$ cat config.mk
export PLATFORM = sky130hd
export DESIGN_NAME = ro_scan_ctrl
export DESIGN_NICKNAME = d
export VERILOG_FILES = /design/src/rtl/ro_scan_ctrl.sv
export SDC_FILE = /design/constraint.sdc
export NUM_CORES = 1
export LEC_CHECK = 0
export ABC_AREA = 0
export CAP_MARGIN = 5
export CORE_MARGIN = 5
export CORE_UTILIZATION = 46
export CTS_CLUSTER_DIAMETER = 80
export DETAILED_ROUTE_END_ITERATION = 8
export DONT_BUFFER_PORTS = 1
export PLACE_DENSITY = 0.64
export REMOVE_ABC_BUFFERS = 1
export SLEW_MARGIN = 20
export SYNTH_ARGS = -nofsm -noshare
export SYNTH_HDL_FRONTEND = slang
export SYNTH_SLANG_ARGS = --single-unit
$ cat constraint.sdc
create_clock -name clk -period 2.4 [get_ports clk]
set_input_delay 0.36 -clock clk [delete_from_list [all_inputs] [get_ports clk]]
set_output_delay 0.36 -clock clk [all_outputs]
set_load 0.02 [all_outputs]
$ cat src/rtl/ro_scan_ctrl.sv
// ---------------------------------------------------------------------------
// ro_scan_ctrl
//
// Measurement sequencer that owns one external up/down counter and shares it
// between NUM_RO ring-oscillator pulse sources. For each oscillator in turn it
// clears the counter, gates that oscillator onto the up input and the
// reference pulse onto the down input for WINDOW cycles, lets the last gated
// pulse land, captures the net count and moves on to the next oscillator.
//
// Ports:
//   clk           system clock, all logic on posedge
//   reset         synchronous, active-high reset
//   start         begin a scan of oscillators 0..NUM_RO-1 (ignored when busy)
//   cont          sampled at the end of the last step; 1 restarts at sel 0
//   abort         stop the scan and return to IDLE
//   ro_pulse      single-cycle synchronized oscillator edge pulses
//   ref_pulse     single-cycle synchronized reference edge pulse
//   cnt_value     current counter output
//   cnt_reset     counter reset drive
//   cnt_up        counter up_in drive
//   cnt_down      counter down_in drive
//   sel           oscillator currently being measured
//   busy          high in every state except IDLE
//   result        captured count
//   result_sel    oscillator index of result
//   result_valid  one-cycle pulse, result/result_sel valid
//   scan_done     one-cycle pulse after the last oscillator is captured
//   result_ovf    (RO_SCAN_OVF_EN only) captured net count fell outside
//                 0..2^CNT_W-1, valid with result_valid
//
// Optional feature macro: RO_SCAN_OVF_EN
// ---------------------------------------------------------------------------
module ro_scan_ctrl #(
    parameter int NUM_RO = 4,
    parameter int SEL_W  = 2,
    parameter int WINDOW = 255,
    parameter int CNT_W  = 8
) (
    input  logic              clk,
    input  logic              reset,
    input  logic              start,
    input  logic              cont,
    input  logic              abort,
    input  logic [NUM_RO-1:0] ro_pulse,
    input  logic              ref_pulse,
    input  logic [CNT_W-1:0]  cnt_value,
    output logic              cnt_reset,
    output logic              cnt_up,
    output logic              cnt_down,
    output logic [SEL_W-1:0]  sel,
    output logic              busy,
    output logic [CNT_W-1:0]  result,
    output logic [SEL_W-1:0]  result_sel,
    output logic              result_valid,
    output logic              scan_done
`ifdef RO_SCAN_OVF_EN
    ,
    output logic              result_ovf
`endif
);

    typedef enum logic [2:0] {
        IDLE,
        CLEAR,
        COUNT,
        SETTLE,
        CAPTURE,
        NEXT
    } state_t;

    localparam logic [15:0]      WIN_LOAD = 16'(WINDOW - 1);
    localparam logic [SEL_W-1:0] SEL_LAST = SEL_W'(NUM_RO - 1);

    state_t      state;
    logic [15:0] timer;   // COUNT window, then reused for the 2-cycle SETTLE
    logic        ro_sel;

    assign ro_sel = ro_pulse[sel];

    // NOTE: every register here is sequential state, so all assignments are
    // non-blocking; blocking writes would let later statements see the new
    // value within the same edge and break the registered-output timing.
    always_ff @(posedge clk) begin
        if (reset) begin
            state        <= IDLE;
            timer        <= '0;
            cnt_reset    <= 1'b0;
            cnt_up       <= 1'b0;
            cnt_down     <= 1'b0;
            sel          <= '0;
            busy         <= 1'b0;
            result       <= '0;
            result_sel   <= '0;
            result_valid <= 1'b0;
            scan_done    <= 1'b0;
        end else begin
            // NOTE: pulse outputs default low every cycle, so each branch
            // below only has to name the single cycle in which it fires.
            cnt_reset    <= 1'b0;
            result_valid <= 1'b0;
            scan_done    <= 1'b0;

            if (abort && state != IDLE) begin
                // sel and result deliberately hold for post-mortem readout
                state    <= IDLE;
                busy     <= 1'b0;
                cnt_up   <= 1'b0;
                cnt_down <= 1'b0;
            end else begin
                case (state)
                    IDLE: begin
                        if (start && !abort) begin
                            state     <= CLEAR;
                            sel       <= '0;
                            busy      <= 1'b1;
                            cnt_reset <= 1'b1;
                        end
                    end
                    CLEAR: begin
                        timer    <= WIN_LOAD;
                        cnt_up   <= 1'b0;
                        cnt_down <= 1'b0;
                        state    <= COUNT;
                    end
                    COUNT: begin
                        // Coincident edges cancel so the counter never sees
                        // both drives at once.
                        cnt_up   <= ro_sel & ~ref_pulse;
                        cnt_down <= ref_pulse & ~ro_sel;
                        if (timer == '0) begin
                            timer <= 16'd1;
                            state <= SETTLE;
                        end else begin
                            timer <= timer - 16'd1;
                        end
                    end
                    SETTLE: begin
                        cnt_up   <= 1'b0;
                        cnt_down <= 1'b0;
                        if (timer == '0) begin
                            state <= CAPTURE;
                        end else begin
                            timer <= timer - 16'd1;
                        end
                    end
                    CAPTURE: begin
                        result       <= cnt_value;
                        result_sel   <= sel;
                        result_valid <= 1'b1;
                        state        <= NEXT;
                    end
                    NEXT: begin
                        if (sel != SEL_LAST) begin
                            sel       <= sel + SEL_W'(1);
                            cnt_reset <= 1'b1;
                            state     <= CLEAR;
                        end else begin
                            scan_done <= 1'b1;
                            if (cont) begin
                                sel       <= '0;
                                cnt_reset <= 1'b1;
                                state     <= CLEAR;
                            end else begin
                                busy  <= 1'b0;
                                state <= IDLE;
                            end
                        end
                    end
                    default: begin
                        busy  <= 1'b0;
                        state <= IDLE;
                    end
                endcase
            end
        end
    end

`ifdef RO_SCAN_OVF_EN
    // Two's-complement shadow of the net count, two bits wider than the
    // counter so that wrap-around in the real counter remains detectable.
    logic [CNT_W+1:0] shadow;

    always_ff @(posedge clk) begin
        if (reset) begin
            shadow     <= '0;
            result_ovf <= 1'b0;
        end else begin
            // Follows the same registered drives the counter sees.
            if (state == CLEAR) begin
                shadow <= '0;
            end else if (cnt_up) begin
                shadow <= shadow + (CNT_W + 2)'(1);
            end else if (cnt_down) begin
                shadow <= shadow - (CNT_W + 2)'(1);
            end

            // Negative (sign bit) or >= 2^CNT_W (next bit up while positive).
            if (state == CAPTURE && !abort) begin
                result_ovf <= shadow[CNT_W+1] | shadow[CNT_W];
            end
        end
    end
`endif

endmodule

# --- After elaboration in Yosys (flattened, before gate mapping) ---
# Cells that the tools add are included.
totals:
  register_bits: 37
  input_bits: 18
  word_cells: 79
  output_inout_bits: 18
op_classes:
  addsub: 2
  mux: 27
  order_cmp: 1
  n_eq_ne: 13
  bitwise: 7
  reduce_logical: 18
op_table:
  columns: ["cell", "count"]
  rows:
  - ["16-bit case mux with 3 select lines", 1]
  - ["16-bit two-way mux", 2]
  - ["3-bit case mux with 6 select lines", 1]
  - ["16-bit zero test", 1]
  - ["16-bit by 1-bit subtractor with 16-bit output, second input constant", 1]
  - ["2-bit != test, second input constant", 7]
  - ["1-bit two-way mux", 11]
  - ["3-bit two-way mux", 3]
  - ["4-bit AND reduction", 2]
  - ["3-bit by 2-bit equality test with 1-bit output, second input constant", 2]
  - ["3-bit equality test, second input constant", 2]
  - ["2-bit two-way mux", 3]
  - ["1-bit case mux with 2 select lines", 3]
  - ["3-bit AND reduction", 2]
  - ["3-bit nonzero test", 2]
  - ["1-bit inverter", 5]
  - ["2-bit case mux with 2 select lines", 1]
  - ["2-bit nonzero test", 2]
  - ["2-bit OR reduction", 2]
  - ["4-bit OR reduction", 1]
  - ["3-bit by 1-bit equality test with 1-bit output, second input constant", 1]
  - ["3-bit zero test", 1]
  - ["2-bit by 3-bit less-than comparator with 1-bit output, second input constant", 1]
  - ["3-bit != test, second input constant", 1]
  - ["other kinds (8)", 10]

# --- Longest topological paths before layout ---
# Gate-level depths: netlist (run 1).
logic_depth:
  word_depth: 5
  depth_mapped: 8

# --- Worst setup path after synthesis (run 1) ---
# No wires, ideal clock.
synth_timing:
  path_type: "reg2reg"
  start: "reg timer[0]"
  end: "reg timer[1]"
  period_less_slack_ps: 1790
  arrival_ps: 1711
  path_stages_with_launch: 8
  slack_ps: 610
  setup_time_ps: 79
  cell_sequence: "dfxtp_1 inv_1 ha_1 nor4b_2 nand4_2 o21ai_2 nor3_1 a211oi_2"
synth_between:
  elab_chain_len: 3
synth_lines:
  columns: ["item", "line", "rtl"]
  rows:
  - ["from (decl)", "75", "logic [15:0] timer;"]
  - ["from (signal assigned)", "134", "timer <= timer - 16'd1;"]
  - ["from (signal assigned)", "143", "timer <= timer - 16'd1;"]
  - ["16-bit by 1-bit subtractor with 16-bit output / 16-bit zero test (equally long branches)", null, null]
  - ["16-bit two-way mux, or another cell as far along", "140", "if (timer == '0) begin"]
  - ["16-bit case mux with 3 select lines / 3-bit AND reduction (equally long branches)", null, null]
# Several ways; a longest one is shown, not always the timed one. The select of a mux whose other input is x is not followed.
# A chain may end at the register's enable or synchronous reset.

# --- Worst setup path after layout (run 1) ---
layout_timing:
  start: "reg timer[0]"
  end: "reg state[0]"
layout_between:
  elab_chain_len: 3
layout_lines:
  columns: ["item", "line", "rtl"]
  rows:
  - ["16-bit zero test (*)", "130, 140", null]
  - ["2-bit != test (no line)", null, null]
  - ["3-bit AND reduction (no line) (*)", null, null]
  - ["to (signal assigned)", "132", "state <= SETTLE;"]
  - ["to (signal assigned)", "141", "state <= CAPTURE;"]
  - ["to (signal assigned)", "150", "state <= NEXT;"]
  - ["to (decl)", "74", "state_t state;"]
# Every way passes the cells marked *; elsewhere a longest branch is shown, timed or not.

==> run metrics, run 1 <==
average vias per placed instance 5.90; CTS Hold Bufs 0; actual slew at the worst max-slew pin 0.650 ns; via count of the first global-routing pass 1,553; total wire length after detailed routing 4300 um; crit path time final 2.11 ns; total power after layout 1.98 mW; normalized max-slew margin 56.4%; peak clock frequency supported by timing 474 MHz; commonest non-fill, non-tap cells in the layout sky130_fd_sc_hd__dfxtp_1, sky130_fd_sc_hd__nand2_1, sky130_fd_sc_hd__a21oi_1, sky130_fd_sc_hd__nor2_1, sky130_fd_sc_hd__o21ai_0; layout cell share with drive strength beyond 1 10.8%; net switching fraction of the power 36.9%; maximum ir drop on the vdd rail 0.395 mV; combinational cell fraction of total power 34.5%; most used flip-flop cell after synthesis sky130_fd_sc_hd__dfxtp_1; outcome completed; clock tree from TritonCTS done; summed instance area of the synthesized netlist 0.00184 sq mm; area enclosed by the die boundary 0.00536 sq mm; Critical Path Source Type register; leakage power of the design 0.698 nW; vias post-DR 1,612; leading cell type in the layout, fill and taps excluded sky130_fd_sc_hd__dfxtp_1; EDFF count, synth 0; Max Transition Viols Final 0; top routing layer in use met4; Clk pin slew, worst setup/hold paths 0.08 ns; count of different cell masters after synthesis 52; number of gates resized after cts 0; Syn-to-layout area delta 8.72%; wire length of the first global-routing pass 7260 um; final worst-path cycle share 87.9%; Layout Skew 0.00785 ns; placeable core area 0.00394 sq mm; port buffer count 0; DRC violation total after the first TritonRoute iteration 148; power density over the cells 993 mW/mm^2; initial core utilization 46.6%; Row Count 23; number of buffers inserted during clock tree synthesis 5; Chip Width 73.2 um; required time reported for the critical path endpoint 2.62 ns; CP Capture Type register; die span in y 73.2 um; final HPWL from detailed placement 3100 um; async set or reset register ratio after synthesis 0%; # Max-Cap Violations 0; DR WL/cell 15.8 um; clk buf depth 2; crit path max fanout 8; clock sink count 37; hold violation count in the final report 0; master cell of the clock root buffer sky130_fd_sc_hd__clkbuf_8; setup tns final 0 ns; Mean Syn Cell Area 8.27 sq um; I/O pin total 36; utilization after layout 50.7%; Setup Crit Path Kind register to register; wire length on met2 2040 um; number of remaining DRC errors 0; 1st-pass router iterations 4; sequential cell area fraction in the yosys report 40.3%; clock latency at the later pin of the worst-skew pair 0.29 ns; R2R Setup Slk 0.29 ns; Hold WC Path Type primary input to register; final count of negative-setup-slack endpoints 0; number of antenna violations at the first check in global routing 0; GR Util All Layers 17.3%; total number of yosys warnings 0; worst slack on hold paths 0.120 ns; internal power summed over all cells 1.25 mW; net count reported at finish 242; final global-route overflow total 0; postcts setup bufs 0; switching power of the nets 0.732 mW; total routed wire length on the met1 layer 1840 um; arrival time at the worst endpoint 2.33 ns; antenna diode instance count 0; portion of total power attributed to sequential cells 37.9%; RSZ-0062 raised after global routing no; Post-Synthesis Cells 222; largest net degree at the start of global routing 26; htree depth 2; Antenna Violating Nets Remaining 0; met3 WL 365 um; number of flip-flops and latches in the synthesized netlist 37; clock group share of total power 27.7%; final weighted congestion of routability-driven global placement 0.844
==> final cells by class <==
type | count | area [sq um]
clock buffers | 5 | 68.8
multi-input cells | 169 | 1040
inverters | 7 | 26.3
repair buffers | 2 | 15.0
flip-flops and latches | 37 | 741
fillers | 392 | 1950
clock inverters | 3 | 46.3
well taps | 50 | 62.6
==> synthesized netlist by cell type (4+ instances only) <==
cell type	count	share of area, %
sky130_fd_sc_hd__dfxtp_1	37	40
sky130_fd_sc_hd__nand2_1	31	6.3
sky130_fd_sc_hd__a21oi_1	27	7.4
sky130_fd_sc_hd__nor2_1	18	3.7
sky130_fd_sc_hd__o21ai_0	14	3.8
sky130_fd_sc_hd__nor3_1	9	2.5
sky130_fd_sc_hd__clkbuf_1	7	1.4
sky130_fd_sc_hd__inv_1	7	1.4
sky130_fd_sc_hd__nor4_1	5	1.7
sky130_fd_sc_hd__or3_1	4	1.4
==> state kept, by name, summed over array words and instances, names as in the netlist <==
signal        cells
sel               2
cnt_reset         1
result_valid      1
result            8
result_sel        2
timer            16
cnt_down          1
cnt_up            1
state             3
scan_done         1
busy              1
==> worst max-delay path: stages (launching register included) <==
cell and delay, ns:
sky130_fd_sc_hd__dfxtp_1 0.33, sky130_fd_sc_hd__inv_1 0.09, sky130_fd_sc_hd__ha_1 0.25, sky130_fd_sc_hd__nor4b_2 0.32
sky130_fd_sc_hd__and4_1 0.44, sky130_fd_sc_hd__o22ai_1 0.21, sky130_fd_sc_hd__a221o_1 0.28, sky130_fd_sc_hd__a21oi_1 0.12
==> kinds of logic after synthesis <==
logic type	Yosys count	synth area share [%]
buffers and inverters	16	3.47
adders and majority gates	2	1.36
and+or+nand+nor	97	29.7
xor gates and xnor gates	5	2.38
DFF	37	40.3
AOI/OAI and AO/OA	60	19.3
muxes	5	3.47
==> per-layer routing <==
layer | GRT usage [%] | vias to the layer above
met5 | 0 | -
met4 | 5.94 | 0
met3 | 7.02 | 7
met2 | 27.6 | 45
met1 | 21.0 | 750
li1 | - | 810
==> through the flow <==
stage | std cells | instance area (sq um) | setup WS [ns]
2_1_floorplan | 213 | 1800 | 0.610
3_3_place_gp | 265 | 1880 | 0.346
3_5_place_dp | 265 | 1880 | 0.309
4_1_cts | 273 | 1990 | 0.287
5_1_grt | 273 | 2000 | 0.0803
6_report | 273 | 2000 | 0.291
==> power by group through the flow <==
stage	clock network (mW)	logic [mW]	registers (mW)
floorplan	0	0.532	0.757
global placement	0	0.671	0.764
detailed placement	0	0.673	0.765
CTS	0.566	0.679	0.750
global route	0.595	0.758	0.761
finish	0.548	0.684	0.751
==> final timing paths <==
check,cells after the start,start,endpoint
worst max-delay path,7,timer[0],state[0]
worst min-delay path,1,reset,result[2]
worst min register to register,2,timer[7],timer[7]
worst max register to register,7,timer[0],state[0]
No activity file was read; power rests on OpenSTA's default activity.
==> run 2, diff against run 1 <==
--- a/config.mk
+++ b/config.mk
@@ -5,7 +5,7 @@
 export SDC_FILE = /design/constraint.sdc
 export NUM_CORES = 1
 export LEC_CHECK = 0
-export ABC_AREA = 0
+export ABC_AREA = 1
 export CAP_MARGIN = 5
 export CORE_MARGIN = 5
 export CORE_UTILIZATION = 46
==> run 2 against run 1 <==
  * First-iteration DRC count fell by 28%
  * Die area rose by 8.9%
  * Synthesized cell count rose by 38%
  * Core utilization fell by 0.53 points
  * Final area rose by 8.5%
  * Critical path type unchanged
  * Largest cell class unchanged
  * Highest routed layer unchanged
==> run metrics, run 2 <==
outcome completed; GR Util All Layers 15.5% (-1.8 points); arrival time at the worst endpoint 2.14 ns (-0.19 ns); Setup Crit Path Kind register to register; master cell of the clock root buffer sky130_fd_sc_hd__clkbuf_8; hold path startpoint reset; Storage cell area 741 sq um (unchanged); actual slew at the worst max-slew pin 0.455 ns (-0.196 ns); top flop regs timer (16), result (8), state (3); top register by number of flip-flops timer; Chip Width 76.4 um (+4.4%); layout cell share with drive strength beyond 1 12.2% (+1.5 points); most used flip-flop cell after synthesis sky130_fd_sc_hd__dfxtp_1; leakage power of the design 0.971 nW (+39%); total number of yosys warnings 0 (unchanged); # Max-Cap Violations 0 (unchanged); via count of the first global-routing pass 1,654 (+6.5%); required time reported for the critical path endpoint 2.59 ns (-0.03 ns); share of Yosys cell area claimed by the top area cell type 36.5% (-3.8 points); start point of the critical path timer[1]; Fill cells 468 (+19%); setup slack after placement 0.462 ns (+0.153 ns); commonest non-fill, non-tap cells in the layout sky130_fd_sc_hd__nand2_1, sky130_fd_sc_hd__nor2_1, sky130_fd_sc_hd__dfxtp_1, sky130_fd_sc_hd__inv_1, sky130_fd_sc_hd__nand3_1; final weighted congestion of routability-driven global placement 0.853 (+1.0%); CP Capture Type register; clock tree from TritonCTS done; total power after layout 2.63 mW (+33%); count of different cell masters after synthesis 34 (-35%); clock latency at the later pin of the worst-skew pair 0.29 ns (about the same); vias post-DR 1,838 (+14%); total wire length after detailed routing 4440 um (+3.1%); area enclosed by the die boundary 0.00583 sq mm (+8.9%); postcts setup bufs 0 (unchanged); peak clock frequency supported by timing 512 MHz (+8.1%); async set or reset register ratio after synthesis 0% (unchanged); power density over the cells 1220 mW/mm^2 (+22%); placeable core area 0.00432 sq mm (+9.7%); Post-Synthesis Cells 307 (+38%); Hold WC Path Type primary input to register; maximum ir drop on the vdd rail 0.538 mV (+36%); worst reg2reg endpoint timer[3]; post-synthesis cell type with the largest combined area sky130_fd_sc_hd__dfxtp_1; endpoint of the most critical setup path timer[3]; I/O pin total 36 (unchanged); multi-input logic area 0.00109 sq mm (+5.3%); clk buf depth 2 (unchanged); R2R Setup Slk 0.45 ns (+0.16 ns); Critical Path Source Type register; initial core utilization 46.9% (+0.29 points); final HPWL from detailed placement 3350 um (+8.0%); R2R cell count 9 (+2); final worst-path cycle share 81.3% (-6.6 points); number of buffers inserted during clock tree synthesis 5 (unchanged); normalized max-slew margin 69.5% (+13 points); Row Count 24 (+4.3%); number of antenna violations at the first check in global routing 0 (unchanged); Area contributors post-synth sky130_fd_sc_hd__dfxtp_1, sky130_fd_sc_hd__nand2_1, sky130_fd_sc_hd__nor2_1, sky130_fd_sc_hd__nand3_1, sky130_fd_sc_hd__inv_1; final global-route overflow total 0 (unchanged); sequential cell area fraction in the yosys report 36.5% (-3.8 points); DR WL/cell 12.2 um (-22%); htree depth 2 (unchanged); port buffer count 0 (unchanged); beginning of the worst register-to-register path timer[1]; clock sink count 37 (unchanged); DRC violation total after the first TritonRoute iteration 107 (-28%); net count reported at finish 330 (+36%); leading cell type in the layout, fill and taps excluded sky130_fd_sc_hd__nand2_1; summed instance area of the synthesized netlist 0.00203 sq mm (+10%); die span in y 76.4 um (+4.4%); Area after DPL 0.00207 sq mm (+10%); number of flip-flops and latches in the synthesized netlist 37 (unchanged); antenna diode instance count 0 (unchanged); Syn-to-layout area delta 6.91%; average vias per placed instance 5.06 (-14%); post-route cell area 0.00217 sq mm (+8.5%); CTS Hold Bufs 0 (unchanged); crit path max fanout 11 (+3); number of gates resized after cts 0 (unchanged); RSZ-0062 raised after global routing no; Max Transition Viols Final 0 (unchanged); number of remaining DRC errors 0 (unchanged); most instantiated library cell after synthesis sky130_fd_sc_hd__nand2_1; setup tns final 0 ns (unchanged); Layout Skew 0.00331 ns (-0.00454 ns); largest net degree at the start of global routing 17 (-35%); hold violation count in the final report 0 (unchanged); PnR worst setup slack 0.448 ns (+0.157 ns); Antenna Violating Nets Remaining 0 (unchanged); wire length of the first global-routing pass 7560 um (+4.1%); Clk pin slew, worst setup/hold paths 0.08 ns (about the same); final count of negative-setup-slack endpoints 0 (unchanged); 1st-pass router iterations 4 (unchanged); crit path time final 1.95 ns (-0.157 ns); Mean Syn Cell Area 6.60 sq um (-20%); number of flip-flops in the largest register 16 (unchanged); EDFF count, synth 0 (unchanged); leading post-synthesis cells by instance count sky130_fd_sc_hd__nand2_1, sky130_fd_sc_hd__nor2_1, sky130_fd_sc_hd__dfxtp_1, sky130_fd_sc_hd__inv_1, sky130_fd_sc_hd__nand3_1
run 2: per-layer routing:
metal  up-vias  track usage (%)  routed length, um
met2        27             24.8               2060
met4         0             4.72                 63
li1        992                -                  -
met5         -                0                  0
met1       812             20.1               2150
met3         7             4.37                164
run 2: critical path, stage by stage (launching register included):
cell and delay [ns]:
sky130_fd_sc_hd__dfxtp_1 0.32, sky130_fd_sc_hd__inv_1 0.09, sky130_fd_sc_hd__ha_1 0.22, sky130_fd_sc_hd__nand2_2 0.11, sky130_fd_sc_hd__nor2_2 0.15, sky130_fd_sc_hd__nand3_2 0.22, sky130_fd_sc_hd__nand2_1 0.28, sky130_fd_sc_hd__inv_1 0.20
sky130_fd_sc_hd__o21ai_0 0.19, sky130_fd_sc_hd__nor2_1 0.07
run 2: cell families after synthesis:
logic type,Yosys count,synth area share (%)
compound gates,38,10.9
xor+xnor,3,1.30
fa+ha+maj,2,1.23
buf+inv,47,9.57
flops,37,36.5
simple gates,180,40.4
run 2: how the worst min path moves through the flow:
| stage | end | slack, ns | cells past startpoint |
|---|---|---|---|
| global placement | result_sel[0] | 0.43 | 1 |
| detailed placement | result[1] | 0.43 | 1 |
| finish | result_sel[0] | 0.13 | 1 |
| global route | result[1] | 0.11 | 1 |
| CTS | result_sel[0] | 0.12 | 1 |
| floorplan | result[0] | 0.43 | 1 |
run 2: layout make-up:
| class | count | share of cell area, % |
|---|---|---|
| clock buffers | 6 | 3.81 |
| clock inverters | 2 | 0.635 |
| well taps | 52 | 3.00 |
| multi-input cells | 223 | 50.4 |
| flip-flops and latches | 37 | 34.2 |
| repair buffers | 3 | 1.04 |
| inverters | 40 | 6.93 |
run 2: through the flow:
step           cells  hold WS, ns  utilization, %
6_report         363        0.130            50.1
3_3_place_gp     355        0.431            47.9
5_1_grt          363        0.108            50.1
2_1_floorplan    300        0.429               -
3_5_place_dp     355        0.433            47.9
4_1_cts          363        0.117            50.1
run 2: power breakdown:
group          switching, mW  total (mW)  internal [mW]
sequential             0.130       0.849          0.719
combinational          0.871        1.32          0.447
clock                  0.235       0.468          0.233
total                   1.24        2.63           1.40
==> run 3, diff against run 2 <==
--- a/config.mk
+++ b/config.mk
@@ -12,7 +12,7 @@
 export CTS_CLUSTER_DIAMETER = 80
 export DETAILED_ROUTE_END_ITERATION = 8
 export DONT_BUFFER_PORTS = 1
-export PLACE_DENSITY = 0.64
+export PLACE_DENSITY = 0.66
 export REMOVE_ABC_BUFFERS = 1
 export SLEW_MARGIN = 20
 export SYNTH_ARGS = -nofsm -noshare
==> constraint.sdc (replaced) <==
create_clock -name clk -period 1.78 [get_ports clk]
set_input_delay 0.267 -clock clk [delete_from_list [all_inputs] [get_ports clk]]
set_output_delay 0.267 -clock clk [all_outputs]
set_load 0.02 [all_outputs]
==> run 3 against run 2 <==
  * Global-route usage up 0.29 points
  * Combinational power up 37%
  * Sequential cell count unchanged
  * Sequential power up 33%
  * Core utilization up 1.7 points
  * Sequential share of layout area down 1.1 points
  * Critical endpoint is now timer[6]
==> run metrics, run 3 (same netlist as run 2, synthesis figures left out) <==
outcome completed; commonest non-fill, non-tap cells in the layout sky130_fd_sc_hd__nand2_1, sky130_fd_sc_hd__nor2_1, sky130_fd_sc_hd__dfxtp_1, sky130_fd_sc_hd__inv_1, sky130_fd_sc_hd__nand3_1; via count of the first global-routing pass 1,704 (+3.0%); DR WL/cell 12.3 um (+0.63%); Worst Hold Endpoint result_sel[1]; Antenna Violating Nets Remaining 0 (unchanged); antenna diode instance count 0 (unchanged); number of flip-flops in the largest register 16 (unchanged); setup tns final 0 ns (unchanged); wire length of the first global-routing pass 7850 um (+3.9%); Clk pin slew, worst setup/hold paths 0.08 ns (about the same); Setup Crit Path Kind register to register; initial core utilization 46.9% (unchanged); critical path buffer and inverter count 2 (unchanged); arrival time at the worst endpoint 1.83 ns (-0.31 ns); CP Capture Type register; Layout Skew 0.00469 ns (+0.00139 ns); actual slew at the worst max-slew pin 0.390 ns (-0.0648 ns); htree depth 2 (unchanged); Crit path max-delay family simple AND/OR/NAND/NOR gates; Hold WC Path Type primary input to register; peak clock frequency supported by timing 627 MHz (+22%); number of antenna violations at the first check in global routing 0 (unchanged); power density over the cells 1710 mW/mm^2 (+41%); Syn-to-layout area delta 10.6%; average vias per placed instance 5.10 (+0.74%); cells along the critical path inv_1, ha_1, nand2_2, nor2_2, nand3_2, nand2_2, buf_4, nor2_2, and2_1, nor2_2; required time reported for the critical path endpoint 2.01 ns (-0.58 ns); number of buffers inserted during clock tree synthesis 5 (unchanged); final HPWL from detailed placement 3390 um (+1.3%); net count reported at finish 334 (+1.2%); area enclosed by the die boundary 0.00583 sq mm (unchanged); crit path time final 1.60 ns (-0.356 ns); Critical Path Source Type register; Row Count 24 (unchanged); internal power summed over all cells 2.15 mW (+54%); clock sink count 37 (unchanged); portion of total power attributed to sequential cells 29.5% (-2.7 points); combinational cell fraction of total power 47.3% (-2.7 points); number of remaining DRC errors 0 (unchanged); R2R cell count 10 (+1); 1st-pass router iterations 4 (unchanged); CTS Hold Bufs 0 (unchanged); clk buf depth 2 (unchanged); hold path startpoint reset; normalized max-slew margin 74.0% (+4.5 points); Chip Width 76.4 um (unchanged); hold violation count in the final report 0 (unchanged); beginning of the worst register-to-register path timer[1]; RSZ-0062 raised after global routing no; switching power of the nets 1.68 mW (+36%); placeable core area 0.00432 sq mm (unchanged); Max Transition Viols Final 0 (unchanged); master cell of the clock root buffer sky130_fd_sc_hd__clkbuf_8; crit path max fanout 7 (-4); vias post-DR 1,872 (+1.8%); most prevalent standard cell on the critical path sky130_fd_sc_hd__nor2_2; GR Util All Layers 15.8% (+0.29 points); worst stage delay on the critical path 0.32 ns (about the same); I/O pin total 36 (unchanged); leakage power of the design 1.01 nW (+3.6%); worst slack on hold paths 0.0352 ns (-0.0945 ns); leading cell type in the layout, fill and taps excluded sky130_fd_sc_hd__nand2_1; clock group share of total power 23.2% (+5.4 points); # Max-Cap Violations 0 (unchanged); CP max-delay cell sky130_fd_sc_hd__dfxtp_1; top flop regs timer (16), result (8), state (3); largest net degree at the start of global routing 15 (-2); R2R Setup Slk 0.18 ns (-0.26 ns); clock tree from TritonCTS done; total wire length after detailed routing 4510 um (+1.7%); DRC violation total after the first TritonRoute iteration 97 (-9.3%); final count of negative-setup-slack endpoints 0 (unchanged); die span in y 76.4 um (unchanged); final worst-path cycle share 89.6% (+8.3 points); top register by number of flip-flops timer; final weighted congestion of routability-driven global placement 0.882 (+3.4%); worst hold path stage count 1 (unchanged); worst reg2reg endpoint timer[6]; final global-route overflow total 0 (unchanged); maximum ir drop on the vdd rail 0.677 mV (+26%); layout cell share with drive strength beyond 1 14.0% (+1.7 points); port buffer count 0 (unchanged); net switching fraction of the power 43.9% (-3.0 points); clock latency at the later pin of the worst-skew pair 0.29 ns (about the same)
==> run 3: cell types whose count changed in the layout (fill, tap and decap cells not counted), sizes merged <==
cell    delta
inv        +1
clkinv     -2
buf        +4
bufinv     +2
clkbuf     -1
==> run 3: how the worst max path moves through the flow <==
stage / from / end / slack (ns) / depth (start not counted)
2_1_floorplan: timer[1] / timer[3] / 0.03 / 9
3_3_place_gp: timer[1] / timer[3] / 0.19 / 9
3_5_place_dp: timer[1] / timer[3] / 0.14 / 9
4_1_cts: timer[1] / timer[3] / 0.11 / 9
5_1_grt: timer[1] / state[0] / 0.02 / 9
6_report: timer[1] / timer[6] / 0.18 / 10
==> run 3: per-layer routing <==
layer	wire length [um]	track usage [%]	vias to the layer above
met5	0	0	-
met4	44	3.85	0
met3	213	4.14	5
met2	2020	24.1	36
met1	2240	22.0	836
li1	-	-	995
==> run 3: layout make-up <==
class / instances / area (sq um)
Inverter: 40 / 150
Multi-Input combinational cell: 223 / 1090
Clock inverter: 3 / 68.8
Timing Repair Buffer: 7 / 52.6
Tap cell: 52 / 65.1
Fill cell: 455 / 2080
Clock buffer: 5 / 68.8
Sequential cell: 37 / 741
==> run 3: power by group through the flow <==
stage	Sequential, mW	Combinational [mW]	Clock (mW)
6_report	1.13	1.81	0.889
5_1_grt	1.15	2.08	0.943
4_1_cts	1.13	1.81	0.904
3_5_place_dp	1.15	1.80	0
3_3_place_gp	1.14	1.79	0
2_1_floorplan	1.13	1.43	0
==> run 3: timing repair <==
action,CTS,global route
buffers inserted,0,0
setup endpoints to repair,0,7
resized for setup,0,2
==> run 3: through the flow <==
step / power (mW) / setup slack [ns] / area (sq um) / instances / utilization, %
finish: 3.83 / 0.184 / 2240 / 367 / 51.8
global route: 4.18 / 0.0238 / 2240 / 367 / 51.8
CTS: 3.84 / 0.113 / 2240 / 367 / 51.8
detailed placement: 2.94 / 0.141 / 2100 / 359 / 48.6
global placement: 2.93 / 0.192 / 2100 / 359 / 48.6
floorplan: 2.56 / 0.0285 / 1980 / 300 / -
